`config.mk`:
```
export PLATFORM = sky130hd
export DESIGN_NAME = sram_axi_bridge_flat
export DESIGN_NICKNAME = d
export VERILOG_FILES = /design/src/rtl/sram_axi_bridge_if.sv /design/src/rtl/sram_axi_bridge.sv /design/src/flat_wrapper.sv
export SDC_FILE = /design/constraint.sdc
export NUM_CORES = 1
export LEC_CHECK = 0
export ABC_AREA = 1
export BUFFER_PORTS_ARGS = -buffer_cell sky130_fd_sc_hd__clkbuf_2
export CAP_MARGIN = 30
export CORE_AREA = 2 2 167 169
export CTS_CLUSTER_DIAMETER = 40
export DETAILED_ROUTE_END_ITERATION = 6
export DIE_AREA = 0 0 169 171
export PLACE_DENSITY = 0.6
export SYNTH_ARGS = -nofsm -noshare
export SYNTH_HDL_FRONTEND = slang
export SYNTH_SLANG_ARGS = --single-unit
```
`constraint.sdc`:
```
create_clock -name clk -period 1.3 [get_ports clk]
set_input_delay 0.13 -clock clk [delete_from_list [all_inputs] [get_ports clk]]
set_output_delay 0.13 -clock clk [all_outputs]
set_load 0.01 [all_outputs]
```
`src/rtl/sram_axi_bridge_if.sv`:
```
// Signals between the CPU-side SRAM-like ports and the AXI3 master of sram_axi_bridge.
// The bridge connects through the master modport; the CPU and AXI-slave environment uses slave.
interface sram_axi_bridge_if;
    logic        inst_sram_req;
    logic        inst_sram_wr;
    logic [1:0]  inst_sram_size;
    logic [31:0] inst_sram_addr;
    logic [3:0]  inst_sram_wstrb;
    logic [31:0] inst_sram_wdata;
    logic        inst_sram_addr_ok;
    logic        inst_sram_data_ok;
    logic [31:0] inst_sram_rdata;

    logic        data_sram_req;
    logic        data_sram_wr;
    logic [1:0]  data_sram_size;
    logic [31:0] data_sram_addr;
    logic [3:0]  data_sram_wstrb;
    logic [31:0] data_sram_wdata;
    logic        data_sram_addr_ok;
    logic        data_sram_data_ok;
    logic [31:0] data_sram_rdata;

    logic [3:0]  arid;
    logic [31:0] araddr;
    logic [7:0]  arlen;
    logic [2:0]  arsize;
    logic [1:0]  arburst;
    logic [1:0]  arlock;
    logic [3:0]  arcache;
    logic [2:0]  arprot;
    logic        arvalid;
    logic        arready;

    logic [3:0]  rid;
    logic [31:0] rdata;
    logic [1:0]  rresp;
    logic        rlast;
    logic        rvalid;
    logic        rready;

    logic [3:0]  awid;
    logic [31:0] awaddr;
    logic [7:0]  awlen;
    logic [2:0]  awsize;
    logic [1:0]  awburst;
    logic [1:0]  awlock;
    logic [3:0]  awcache;
    logic [2:0]  awprot;
    logic        awvalid;
    logic        awready;

    logic [3:0]  wid;
    logic [31:0] wdata;
    logic [3:0]  wstrb;
    logic        wlast;
    logic        wvalid;
    logic        wready;

    logic [3:0]  bid;
    logic [1:0]  bresp;
    logic        bvalid;
    logic        bready;

    modport master (
        input  inst_sram_req, inst_sram_wr, inst_sram_size, inst_sram_addr,
               inst_sram_wstrb, inst_sram_wdata,
        output inst_sram_addr_ok, inst_sram_data_ok, inst_sram_rdata,
        input  data_sram_req, data_sram_wr, data_sram_size, data_sram_addr,
               data_sram_wstrb, data_sram_wdata,
        output data_sram_addr_ok, data_sram_data_ok, data_sram_rdata,
        output arid, araddr, arlen, arsize, arburst, arlock, arcache, arprot, arvalid,
        input  arready,
        input  rid, rdata, rresp, rlast, rvalid,
        output rready,
        output awid, awaddr, awlen, awsize, awburst, awlock, awcache, awprot, awvalid,
        input  awready,
        output wid, wdata, wstrb, wlast, wvalid,
        input  wready,
        input  bid, bresp, bvalid,
        output bready
    );

    modport slave (
        output inst_sram_req, inst_sram_wr, inst_sram_size, inst_sram_addr,
               inst_sram_wstrb, inst_sram_wdata,
        input  inst_sram_addr_ok, inst_sram_data_ok, inst_sram_rdata,
        output data_sram_req, data_sram_wr, data_sram_size, data_sram_addr,
               data_sram_wstrb, data_sram_wdata,
        input  data_sram_addr_ok, data_sram_data_ok, data_sram_rdata,
        input  arid, araddr, arlen, arsize, arburst, arlock, arcache, arprot, arvalid,
        output arready,
        output rid, rdata, rresp, rlast, rvalid,
        input  rready,
        input  awid, awaddr, awlen, awsize, awburst, awlock, awcache, awprot, awvalid,
        output awready,
        input  wid, wdata, wstrb, wlast, wvalid,
        output wready,
        output bid, bresp, bvalid,
        input  bready
    );
endinterface

```
`src/rtl/sram_axi_bridge.sv`:
```
// Bridges SRAM-like instruction and data ports onto a single-beat AXI3 master.
// One read and one write may be in flight; data requests take priority over instruction fetches.
module sram_axi_bridge (
    input  logic              clk,
    input  logic              resetn,
    sram_axi_bridge_if.master bus
);
    typedef enum logic [1:0] {R_IDLE, R_AR, R_DATA} rd_state_e;
    typedef enum logic [1:0] {W_IDLE, W_REQ, W_RESP} wr_state_e;

    rd_state_e   rd_state_q;
    wr_state_e   wr_state_q;
    logic        run_q;

    logic        arvalid_q, rready_q, ar_data_q;
    logic [31:0] araddr_q;
    logic [1:0]  arsize_q;
    logic [31:0] inst_rdata_q, data_rdata_q;
    logic        inst_dok_q, rd_dok_q;

    logic        awvalid_q, wvalid_q, bready_q, wr_dok_q;
    logic [31:0] awaddr_q, wdata_q;
    logic [1:0]  awsize_q;
    logic [3:0]  wstrb_q;
    logic        aw_pend_d, w_pend_d;

    logic        data_rd_busy, data_rd_acc, data_wr_acc, inst_acc;

    // A data request of either kind blocks the fetch port, even when it cannot be taken itself.
    assign data_rd_busy = (rd_state_q != R_IDLE) && ar_data_q;
    assign data_rd_acc  = run_q && bus.data_sram_req && !bus.data_sram_wr
                          && (rd_state_q == R_IDLE) && (wr_state_q == W_IDLE);
    assign data_wr_acc  = run_q && bus.data_sram_req && bus.data_sram_wr
                          && (wr_state_q == W_IDLE) && !data_rd_busy;
    assign inst_acc     = run_q && bus.inst_sram_req && (rd_state_q == R_IDLE)
                          && !bus.data_sram_req;

    assign aw_pend_d = awvalid_q && !bus.awready;
    assign w_pend_d  = wvalid_q && !bus.wready;

    // Holds off acceptance for the cycle in which reset releases.
    always_ff @(posedge clk or negedge resetn) begin
        if (!resetn) run_q <= 1'b0;
        else         run_q <= 1'b1;
    end

    always_ff @(posedge clk or negedge resetn) begin
        if (!resetn) begin
            rd_state_q   <= R_IDLE;
            arvalid_q    <= 1'b0;
            rready_q     <= 1'b0;
            ar_data_q    <= 1'b0;
            araddr_q     <= '0;
            arsize_q     <= '0;
            inst_rdata_q <= '0;
            data_rdata_q <= '0;
            inst_dok_q   <= 1'b0;
            rd_dok_q     <= 1'b0;
        end else begin
            inst_dok_q <= 1'b0;
            rd_dok_q   <= 1'b0;
            case (rd_state_q)
                R_IDLE: begin
                    if (data_rd_acc || inst_acc) begin
                        araddr_q   <= data_rd_acc ? bus.data_sram_addr : bus.inst_sram_addr;
                        arsize_q   <= data_rd_acc ? bus.data_sram_size : bus.inst_sram_size;
                        ar_data_q  <= data_rd_acc;
                        arvalid_q  <= 1'b1;
                        rd_state_q <= R_AR;
                    end
                end
                R_AR: begin
                    if (bus.arready) begin
                        arvalid_q  <= 1'b0;
                        rready_q   <= 1'b1;
                        rd_state_q <= R_DATA;
                    end
                end
                R_DATA: begin
                    if (bus.rvalid) begin
                        rready_q   <= 1'b0;
                        rd_state_q <= R_IDLE;
                        if (bus.rid[0]) begin
                            data_rdata_q <= bus.rdata;
                            rd_dok_q     <= 1'b1;
                        end else begin
                            inst_rdata_q <= bus.rdata;
                            inst_dok_q   <= 1'b1;
                        end
                    end
                end
                default: rd_state_q <= R_IDLE;
            endcase
        end
    end

    always_ff @(posedge clk or negedge resetn) begin
        if (!resetn) begin
            wr_state_q <= W_IDLE;
            awvalid_q  <= 1'b0;
            wvalid_q   <= 1'b0;
            bready_q   <= 1'b0;
            wr_dok_q   <= 1'b0;
            awaddr_q   <= '0;
            awsize_q   <= '0;
            wstrb_q    <= '0;
            wdata_q    <= '0;
        end else begin
            wr_dok_q <= 1'b0;
            case (wr_state_q)
                W_IDLE: begin
                    if (data_wr_acc) begin
                        awaddr_q   <= bus.data_sram_addr;
                        awsize_q   <= bus.data_sram_size;
                        wstrb_q    <= bus.data_sram_wstrb;
                        wdata_q    <= bus.data_sram_wdata;
                        awvalid_q  <= 1'b1;
                        wvalid_q   <= 1'b1;
                        wr_state_q <= W_REQ;
                    end
                end
                W_REQ: begin
                    awvalid_q <= aw_pend_d;
                    wvalid_q  <= w_pend_d;
                    if (!aw_pend_d && !w_pend_d) begin
                        bready_q   <= 1'b1;
                        wr_state_q <= W_RESP;
                    end
                end
                W_RESP: begin
                    if (bus.bvalid) begin
                        bready_q   <= 1'b0;
                        wr_dok_q   <= 1'b1;
                        wr_state_q <= W_IDLE;
                    end
                end
                default: wr_state_q <= W_IDLE;
            endcase
        end
    end

    assign bus.inst_sram_addr_ok = inst_acc;
    assign bus.inst_sram_data_ok = inst_dok_q;
    assign bus.inst_sram_rdata   = inst_rdata_q;
    assign bus.data_sram_addr_ok = data_rd_acc || data_wr_acc;
    assign bus.data_sram_data_ok = rd_dok_q || wr_dok_q;
    assign bus.data_sram_rdata   = data_rdata_q;

    assign bus.arid    = {3'b000, ar_data_q};
    assign bus.araddr  = araddr_q;
    assign bus.arlen   = 8'd0;
    assign bus.arsize  = {1'b0, arsize_q};
    assign bus.arburst = 2'b01;
    assign bus.arlock  = 2'b00;
    assign bus.arcache = 4'd0;
    assign bus.arprot  = 3'd0;
    assign bus.arvalid = arvalid_q;
    assign bus.rready  = rready_q;

    assign bus.awid    = 4'd1;
    assign bus.awaddr  = awaddr_q;
    assign bus.awlen   = 8'd0;
    assign bus.awsize  = {1'b0, awsize_q};
    assign bus.awburst = 2'b01;
    assign bus.awlock  = 2'b00;
    assign bus.awcache = 4'd0;
    assign bus.awprot  = 3'd0;
    assign bus.awvalid = awvalid_q;
    assign bus.wid     = 4'd1;
    assign bus.wdata   = wdata_q;
    assign bus.wstrb   = wstrb_q;
    assign bus.wlast   = 1'b1;
    assign bus.wvalid  = wvalid_q;
    assign bus.bready  = bready_q;

    // Fetch-port write fields, response codes and upper ID bits carry no meaning here.
    logic unused_in;
    assign unused_in = ^{bus.inst_sram_wr, bus.inst_sram_wstrb, bus.inst_sram_wdata,
                         bus.rid[3:1], bus.rresp, bus.rlast, bus.bid, bus.bresp};
endmodule

```
`src/flat_wrapper.sv`:
```
// flat-port wrapper written by rule: the top's interface ports become plain ports
module sram_axi_bridge_flat 
  (clk, resetn, bus_inst_sram_req, bus_inst_sram_wr, bus_inst_sram_size, bus_inst_sram_addr, bus_inst_sram_wstrb, bus_inst_sram_wdata, bus_inst_sram_addr_ok, bus_inst_sram_data_ok, bus_inst_sram_rdata, bus_data_sram_req, bus_data_sram_wr, bus_data_sram_size, bus_data_sram_addr, bus_data_sram_wstrb, bus_data_sram_wdata, bus_data_sram_addr_ok, bus_data_sram_data_ok, bus_data_sram_rdata, bus_arid, bus_araddr, bus_arlen, bus_arsize, bus_arburst, bus_arlock, bus_arcache, bus_arprot, bus_arvalid, bus_arready, bus_rid, bus_rdata, bus_rresp, bus_rlast, bus_rvalid, bus_rready, bus_awid, bus_awaddr, bus_awlen, bus_awsize, bus_awburst, bus_awlock, bus_awcache, bus_awprot, bus_awvalid, bus_awready, bus_wid, bus_wdata, bus_wstrb, bus_wlast, bus_wvalid, bus_wready, bus_bid, bus_bresp, bus_bvalid, bus_bready);
  sram_axi_bridge_if bus_i ();
  input  logic clk;
  input  logic resetn;
  input wire logic [$bits(bus_i.inst_sram_req)-1:0] bus_inst_sram_req;
  input wire logic [$bits(bus_i.inst_sram_wr)-1:0] bus_inst_sram_wr;
  input wire logic [$bits(bus_i.inst_sram_size)-1:0] bus_inst_sram_size;
  input wire logic [$bits(bus_i.inst_sram_addr)-1:0] bus_inst_sram_addr;
  input wire logic [$bits(bus_i.inst_sram_wstrb)-1:0] bus_inst_sram_wstrb;
  input wire logic [$bits(bus_i.inst_sram_wdata)-1:0] bus_inst_sram_wdata;
  output wire logic [$bits(bus_i.inst_sram_addr_ok)-1:0] bus_inst_sram_addr_ok;
  output wire logic [$bits(bus_i.inst_sram_data_ok)-1:0] bus_inst_sram_data_ok;
  output wire logic [$bits(bus_i.inst_sram_rdata)-1:0] bus_inst_sram_rdata;
  input wire logic [$bits(bus_i.data_sram_req)-1:0] bus_data_sram_req;
  input wire logic [$bits(bus_i.data_sram_wr)-1:0] bus_data_sram_wr;
  input wire logic [$bits(bus_i.data_sram_size)-1:0] bus_data_sram_size;
  input wire logic [$bits(bus_i.data_sram_addr)-1:0] bus_data_sram_addr;
  input wire logic [$bits(bus_i.data_sram_wstrb)-1:0] bus_data_sram_wstrb;
  input wire logic [$bits(bus_i.data_sram_wdata)-1:0] bus_data_sram_wdata;
  output wire logic [$bits(bus_i.data_sram_addr_ok)-1:0] bus_data_sram_addr_ok;
  output wire logic [$bits(bus_i.data_sram_data_ok)-1:0] bus_data_sram_data_ok;
  output wire logic [$bits(bus_i.data_sram_rdata)-1:0] bus_data_sram_rdata;
  output wire logic [$bits(bus_i.arid)-1:0] bus_arid;
  output wire logic [$bits(bus_i.araddr)-1:0] bus_araddr;
  output wire logic [$bits(bus_i.arlen)-1:0] bus_arlen;
  output wire logic [$bits(bus_i.arsize)-1:0] bus_arsize;
  output wire logic [$bits(bus_i.arburst)-1:0] bus_arburst;
  output wire logic [$bits(bus_i.arlock)-1:0] bus_arlock;
  output wire logic [$bits(bus_i.arcache)-1:0] bus_arcache;
  output wire logic [$bits(bus_i.arprot)-1:0] bus_arprot;
  output wire logic [$bits(bus_i.arvalid)-1:0] bus_arvalid;
  input wire logic [$bits(bus_i.arready)-1:0] bus_arready;
  input wire logic [$bits(bus_i.rid)-1:0] bus_rid;
  input wire logic [$bits(bus_i.rdata)-1:0] bus_rdata;
  input wire logic [$bits(bus_i.rresp)-1:0] bus_rresp;
  input wire logic [$bits(bus_i.rlast)-1:0] bus_rlast;
  input wire logic [$bits(bus_i.rvalid)-1:0] bus_rvalid;
  output wire logic [$bits(bus_i.rready)-1:0] bus_rready;
  output wire logic [$bits(bus_i.awid)-1:0] bus_awid;
  output wire logic [$bits(bus_i.awaddr)-1:0] bus_awaddr;
  output wire logic [$bits(bus_i.awlen)-1:0] bus_awlen;
  output wire logic [$bits(bus_i.awsize)-1:0] bus_awsize;
  output wire logic [$bits(bus_i.awburst)-1:0] bus_awburst;
  output wire logic [$bits(bus_i.awlock)-1:0] bus_awlock;
  output wire logic [$bits(bus_i.awcache)-1:0] bus_awcache;
  output wire logic [$bits(bus_i.awprot)-1:0] bus_awprot;
  output wire logic [$bits(bus_i.awvalid)-1:0] bus_awvalid;
  input wire logic [$bits(bus_i.awready)-1:0] bus_awready;
  output wire logic [$bits(bus_i.wid)-1:0] bus_wid;
  output wire logic [$bits(bus_i.wdata)-1:0] bus_wdata;
  output wire logic [$bits(bus_i.wstrb)-1:0] bus_wstrb;
  output wire logic [$bits(bus_i.wlast)-1:0] bus_wlast;
  output wire logic [$bits(bus_i.wvalid)-1:0] bus_wvalid;
  input wire logic [$bits(bus_i.wready)-1:0] bus_wready;
  input wire logic [$bits(bus_i.bid)-1:0] bus_bid;
  input wire logic [$bits(bus_i.bresp)-1:0] bus_bresp;
  input wire logic [$bits(bus_i.bvalid)-1:0] bus_bvalid;
  output wire logic [$bits(bus_i.bready)-1:0] bus_bready;
  assign bus_i.inst_sram_req = bus_inst_sram_req;
  assign bus_i.inst_sram_wr = bus_inst_sram_wr;
  assign bus_i.inst_sram_size = bus_inst_sram_size;
  assign bus_i.inst_sram_addr = bus_inst_sram_addr;
  assign bus_i.inst_sram_wstrb = bus_inst_sram_wstrb;
  assign bus_i.inst_sram_wdata = bus_inst_sram_wdata;
  assign bus_inst_sram_addr_ok = bus_i.inst_sram_addr_ok;
  assign bus_inst_sram_data_ok = bus_i.inst_sram_data_ok;
  assign bus_inst_sram_rdata = bus_i.inst_sram_rdata;
  assign bus_i.data_sram_req = bus_data_sram_req;
  assign bus_i.data_sram_wr = bus_data_sram_wr;
  assign bus_i.data_sram_size = bus_data_sram_size;
  assign bus_i.data_sram_addr = bus_data_sram_addr;
  assign bus_i.data_sram_wstrb = bus_data_sram_wstrb;
  assign bus_i.data_sram_wdata = bus_data_sram_wdata;
  assign bus_data_sram_addr_ok = bus_i.data_sram_addr_ok;
  assign bus_data_sram_data_ok = bus_i.data_sram_data_ok;
  assign bus_data_sram_rdata = bus_i.data_sram_rdata;
  assign bus_arid = bus_i.arid;
  assign bus_araddr = bus_i.araddr;
  assign bus_arlen = bus_i.arlen;
  assign bus_arsize = bus_i.arsize;
  assign bus_arburst = bus_i.arburst;
  assign bus_arlock = bus_i.arlock;
  assign bus_arcache = bus_i.arcache;
  assign bus_arprot = bus_i.arprot;
  assign bus_arvalid = bus_i.arvalid;
  assign bus_i.arready = bus_arready;
  assign bus_i.rid = bus_rid;
  assign bus_i.rdata = bus_rdata;
  assign bus_i.rresp = bus_rresp;
  assign bus_i.rlast = bus_rlast;
  assign bus_i.rvalid = bus_rvalid;
  assign bus_rready = bus_i.rready;
  assign bus_awid = bus_i.awid;
  assign bus_awaddr = bus_i.awaddr;
  assign bus_awlen = bus_i.awlen;
  assign bus_awsize = bus_i.awsize;
  assign bus_awburst = bus_i.awburst;
  assign bus_awlock = bus_i.awlock;
  assign bus_awcache = bus_i.awcache;
  assign bus_awprot = bus_i.awprot;
  assign bus_awvalid = bus_i.awvalid;
  assign bus_i.awready = bus_awready;
  assign bus_wid = bus_i.wid;
  assign bus_wdata = bus_i.wdata;
  assign bus_wstrb = bus_i.wstrb;
  assign bus_wlast = bus_i.wlast;
  assign bus_wvalid = bus_i.wvalid;
  assign bus_i.wready = bus_wready;
  assign bus_i.bid = bus_bid;
  assign bus_i.bresp = bus_bresp;
  assign bus_i.bvalid = bus_bvalid;
  assign bus_bready = bus_i.bready;
  sram_axi_bridge u_core (.clk(clk), .resetn(resetn), .bus(bus_i));
endmodule
```
Word level (Yosys, flattened, before mapping)
Cells that the tools add are included.

cells by class
  eq/ne operators = 10
  muxes and demuxes = 30
  bitwise gates (word level) = 1
  reductions and logical operators = 41

operators by type and width
  cell                number
  $mux 32             1
  $reduce_and 3->1    7
  $mux 1              15
  $logic_and 1x1->1   14
  $mux 2              7
  $pmux 2 s3          2
  $pmux 1 s2          5
  $reduce_bool 2->1   5
  $ne 2x2->1 const B  4
  $logic_not 1->1     7
  $reduce_and 2->1    3
  $eq 2x1->1 const B  2
  $eq 2x2->1 const B  2
  $logic_not 2->1     2
  $ne 2x1->1 const B  2
  $logic_or 1x1->1    3
  $not 1->1           1

storage, ports and cells
  register bits after elaboration = 182
  input port bits = 196
  output and inout bits = 230
  word-level logic and storage cells = 102

Logic depth before layout (Yosys ltp)
  depth after elaboration = 7
  depth in mapped cells = 8
  gate-level depth less buffers = 6

Least setup slack after synthesis
OpenSTA, ideal clock, no wires.

  kind = register to register
  from = register u_core.rd_state_q[1]
  to = register u_core.araddr_q[16] (netlist: u_core.bus.araddr[16])
  library setup time = 0.118 ns
  arrival = 1.241 ns
  required time = 1.182 ns
  slack = -0.059 ns
  stages on the path, launching flop included = 7
  buffers on the path = 2
  clock period less this slack = 1.359 ns
  cell sequence = dfrtp_1 nor2_4 nand4_1 buf_2 buf_2 nand3_1 nand2_1

on the way
  longest elaborated chain between the ends = 5
  elaborated cells between the ends (all ways) = 8
  those cells by class = 1 x mux; 7 x reduce/logical

ends and longest elaborated chain
  what                                         RTL line                                                             RTL
  start, declared                              sram_axi_bridge.sv:11                                                rd_state_e rd_state_q;
  start signal, assigned                       sram_axi_bridge.sv:49                                                rd_state_q <= R_IDLE;
  start signal, assigned                       sram_axi_bridge.sv:69                                                rd_state_q <= R_AR;
  start signal, assigned                       sram_axi_bridge.sv:76                                                rd_state_q <= R_DATA;
  $logic_not 2->1 *                            sram_axi_bridge.sv:32, sram_axi_bridge.sv:35, sram_axi_bridge.sv:62
  $logic_and 1x1->1, on equally long branches  sram_axi_bridge.sv:32, sram_axi_bridge.sv:35
  $logic_and 1x1->1, on equally long branches  sram_axi_bridge.sv:32, sram_axi_bridge.sv:36
  $logic_or 1x1->1                             sram_axi_bridge.sv:64                                                if (data_rd_acc || inst_acc) begin
  $reduce_and 2->1 (no source line)            --
  end signal, assigned                         sram_axi_bridge.sv:65                                                araddr_q <= data_rd_acc ? bus.data_sram_addr : bus.inst_sram_addr;
  end, declared                                sram_axi_bridge.sv:16                                                logic [31:0] araddr_q;

Mark *: on every way between the ends. The rest lies on a longest branch, timed or not.
A chain may end at the register's enable or synchronous reset.

Final worst setup path
  from = register u_core.wr_state_q[1]
  to = register u_core.awaddr_q[0] (netlist: u_core.bus.awaddr[0])

on the way
  longest elaborated chain between the ends = 4

ends and longest elaborated chain
  what                                 RTL line                                       RTL
  start, declared                      sram_axi_bridge.sv:12                          wr_state_e wr_state_q;
  start signal, assigned               sram_axi_bridge.sv:99                          wr_state_q <= W_IDLE;
  start signal, assigned               sram_axi_bridge.sv:119                         wr_state_q <= W_REQ;
  start signal, assigned               sram_axi_bridge.sv:127                         wr_state_q <= W_RESP;
  $logic_not 2->1 *                    sram_axi_bridge.sv:34, sram_axi_bridge.sv:110
  $logic_and 1x1->1 (2 in a row)       sram_axi_bridge.sv:34                          && (wr_state_q == W_IDLE) && !data_rd_busy;
  $reduce_and 2->1 (no source line) *  --
  end signal, assigned                 sram_axi_bridge.sv:113                         awaddr_q <= bus.data_sram_addr;
  end, declared                        sram_axi_bridge.sv:22                          logic [31:0] awaddr_q, wdata_q;

Marked as above.

==> Implementation_results.wiki <==
{| class="wikitable"
! Metric !! Value
|-
| Deepest level of the CTS H-tree || 4
|-
| Area of all sequential standard cells || 4560 um^2
|-
| Post-Synthesis Cell Area || 7950 um^2
|-
| Number of max-slew violations in the final report || 0
|-
| TritonCTS clock tree || built
|-
| Max rail drop VDD || 0.778 mV
|-
| Max-cap viol count || 0
|-
| Sequential share of power || a little under two fifths
|-
| Nets@finish || approximately 1600
|-
| Power per standard cell area || 1990 nW/um^2
|-
| Upper clock frequency limit || about 620 MHz
|-
| Global-route wire length before repair || 39.7 mm
|-
| Detailed-route DRC error count || 0
|-
| Avg Inst Size Synth || about 8.7 um^2
|-
| Critical path origin || u_core.wr_state_q[1]$_DFFE_PN0P_
|-
| Logic pwr share || between 40% and 50%
|-
| Final weighted congestion of routability-driven global placement || 0.805
|-
| Distinct cells, synth || 20
|-
| Setup TNS || -36170 ps
|-
| Internal portion of total power || 16.4 mW
|-
| Total number of yosys warnings || 0
|-
| Clock period minus worst slack || 1620 ps
|-
| Average wire per cell in the routed design || 16.7 um
|-
| Result of the run || finished, violations left
|-
| Starting DRT DRC Count || 397
|-
| Placed cell areas || 10000 um^2
|-
| Core Area || ~27000 um^2
|-
| Half-perimeter wire length of the detailed placement result || 17.8 mm
|-
| Clock slew at reported path FFs || 70 ps
|-
| CTS Root Buffer Type || sky130_fd_sc_hd__clkbuf_16
|-
| Start-to-end type of the worst setup path || register to register
|-
| Residual antenna-violating net count after detailed routing || 0
|-
| Post-route worst setup slack || -323 ps
|-
| Number of buffers added by the clock tree synthesis step || 17
|-
| Initial Util || 29.1%
|-
| Fraction of final layout cells sized beyond drive strength 1 || 39.6%
|-
| Clock network latency to the later pin of the worst-skew pair || 440 ps
|-
| Top-level port count || 426
|-
| Startpoint type of the worst setup path || register
|-
| Final WL || 29.9 mm
|-
| Leading cell type in the layout, fill and taps excluded || sky130_fd_sc_hd__clkbuf_2
|-
| Final setup vio count || about 180
|-
| Unrepaired setup endpoints after global routing || true
|-
| Grt total ovfl || 0
|-
| Vias per std cell || 4.46
|-
| Clock network fraction of design power || between 10% and 20%
|-
| Pin count of the biggest net entering global routing || 59
|-
| Synth top area share || 57.3%
|-
| Die ar. || 28900 um^2
|-
| Type of the most critical hold path || input port to register
|-
| Category of the worst setup path capture point || register
|-
| Number of endpoints with negative hold slack in the final report || 0
|-
| First-pass iteration count of the detailed router || 5
|-
| Sinks on the clock net || 182
|-
| Proportion of total power due to net switching || 39.1%
|-
| Width of the die || between 150 and 200 um
|-
| Maximum buffer depth of the clock tree || 2
|-
| Layout fillers || 2492
|-
| Chip height || 171 um
|-
| Cell types with the largest area share after synthesis || sky130_fd_sc_hd__dfrtp_1, sky130_fd_sc_hd__nand2_1, sky130_fd_sc_hd__inv_1, sky130_fd_sc_hd__o21ai_0, sky130_fd_sc_hd__buf_4
|-
| Worst R2R Start || u_core.wr_state_q[1]$_DFFE_PN0P_
|-
| Finished layout cell area || 13500 um^2
|-
| Origin of the worst min-delay path || bus_inst_sram_addr[1]
|-
| Flip-flop and latch count after synthesis || 182
|-
| Period utilisation layout || 125%
|-
| Violated checks || negative setup slack
|-
| Sw Pwr || 10.5 mW
|-
| Via count of the first global-routing pass || 7471
|-
| Total global-route track usage || 17.6%
|-
| Signed area change from the synthesized netlist to the final layout || 70.3%
|-
| Leading cell types in the layout, fill and taps excluded || sky130_fd_sc_hd__clkbuf_2, sky130_fd_sc_hd__dfrtp_1, sky130_fd_sc_hd__nand2_1
|-
| Arrival time at the worst endpoint || 1940 ps
|-
| Sequential element share of the synthesized area || a little under three fifths
|-
| Skew final || 9.53 ps
|-
| Antenna violations before repair || 2
|-
| Endpoint required time on the critical path || roughly 1600 ps
|-
| Total number of vias || 7962
|-
| Instance count of the mapped netlist || between 900 and 1000
|-
| Leakage component of the power || roughly 7.4 nW
|-
| FP Rows || just over 60
|-
| Port buffer count || around 320
|-
| Critical-path maximum fanout || 10
|-
| Area taken by multi-input logic gates || between 3000 and 4000 um^2
|-
| Area leader, netlist || sky130_fd_sc_hd__dfrtp_1
|}
## Yosys cell counts, drive strengths merged
| cell | n |
|---|---|
| inv | 149 |
| conb | 2 |
| o311ai | 1 |
| nand2 | 220 |
| and3 | 1 |
| buf | 78 |
| a21oi | 1 |
| nand4 | 35 |
| o21ai | 140 |
| nand3 | 71 |
| dfrtp | 182 |
| nor2 | 10 |
| clkbuf | 27 |
| or2 | 2 |
## flip-flops by register name, indices dropped and copies added (netlist names), 2 cells and up
signal                      cells
u_core.bus.inst_sram_rdata     32
u_core.arsize_q                 2
u_core.bus.araddr              32
u_core.bus.wstrb                4
u_core.bus.awaddr              32
u_core.rd_state_q               2
u_core.wr_state_q               2
u_core.awsize_q                 2
u_core.bus.data_sram_rdata     32
u_core.bus.wdata               32
## through the flow
| step | worst slack (ps) | instances | hold WS, ps | util, % | power (mW) |
|---|---|---|---|---|---|
| global route | -368 | 1786 | 23.0 | 49.6 | 28.6 |
| floorplan | -15.6 | 970 | -166 | - | 14.5 |
| CTS | -324 | 1748 | 0.851 | 44.6 | 25.2 |
| global placement | -128 | 1572 | 62.5 | 36.8 | 19.0 |
| finish | -323 | 1786 | 20.8 | 49.6 | 26.9 |
| detailed placement | -188 | 1572 | 61.8 | 36.8 | 19.2 |
## per-layer routing
layer	wire (um)	global-route usage, %	vias to the layer above
li1	-	-	3812
met2	14900	30.0	286
met1	12500	21.5	3806
met4	766	6.76	0
met5	0	0	-
met3	1720	4.40	58
## cell type report
cell class                 count  area share [%]
sequential                   182            33.6
multi-input combinational    536            22.8
timing repair buffer         539            31.9
tap                          346            3.20
inverter                     149            4.20
clock buffer                  22            3.50
clock inverter                10           0.720
antenna                        2          0.0369
## logic make-up (layout without fill, tap and decap cells)
logic type,after synthesis,count (layout),share of synthesized area [%]
AOI/OAI and AO/OA,142,142,8.98
buffers and inverters,254,720,14.9
DFF,182,182,57.3
other,2,55,0.0944
and+or+nand+nor,339,341,18.8
## final timing paths
path                                                               to  slack, ps  depth (start not counted)
setup / recovery                     u_core.bus.awaddr[0]$_DFFE_PN0P_       -320                          8
hold / removal                       u_core.bus.araddr[1]$_DFFE_PN0P_         20                          5
setup reg to reg                     u_core.bus.awaddr[0]$_DFFE_PN0P_       -320                          8
hold reg to reg             u_core.bus.data_sram_rdata[5]$_DFFE_PN0P_        490                          2
max in group asynchronous            u_core.rd_state_q[0]$_DFFE_PN0P_        600                          3
min in group asynchronous  u_core.bus.data_sram_rdata[31]$_DFFE_PN0P_        150                          2
## repair_timing
action	CTS	global route
hold endpoints to repair	344	0
gates cloned	3	26
pin swaps	6	26
endpoints found under the setup margin	158	176
setup buffers	12	10
resized for setup	30	233
hold buffers	129	0
## critical path, cell delays in order (launching register included)
cell and delay (ps):
sky130_fd_sc_hd__dfrtp_1 410, sky130_fd_sc_hd__nor2_4 200, sky130_fd_sc_hd__buf_6 140, sky130_fd_sc_hd__nand3_4 90, sky130_fd_sc_hd__buf_4 180, sky130_fd_sc_hd__buf_12 150, sky130_fd_sc_hd__clkbuf_16 170, sky130_fd_sc_hd__nand2_1 70
sky130_fd_sc_hd__o21ai_0 90
## power by group through the flow
stage               Sequential, mW  Clock [mW]  Combinational, mW
finish                        10.2        5.18               11.6
global route                  10.5        5.51               12.6
CTS                           9.88        5.30               10.1
detailed placement            9.92           0               9.26
global placement              9.88           0               9.09
floorplan                     11.1           0               3.42
(Power assumes the default switching activity.)
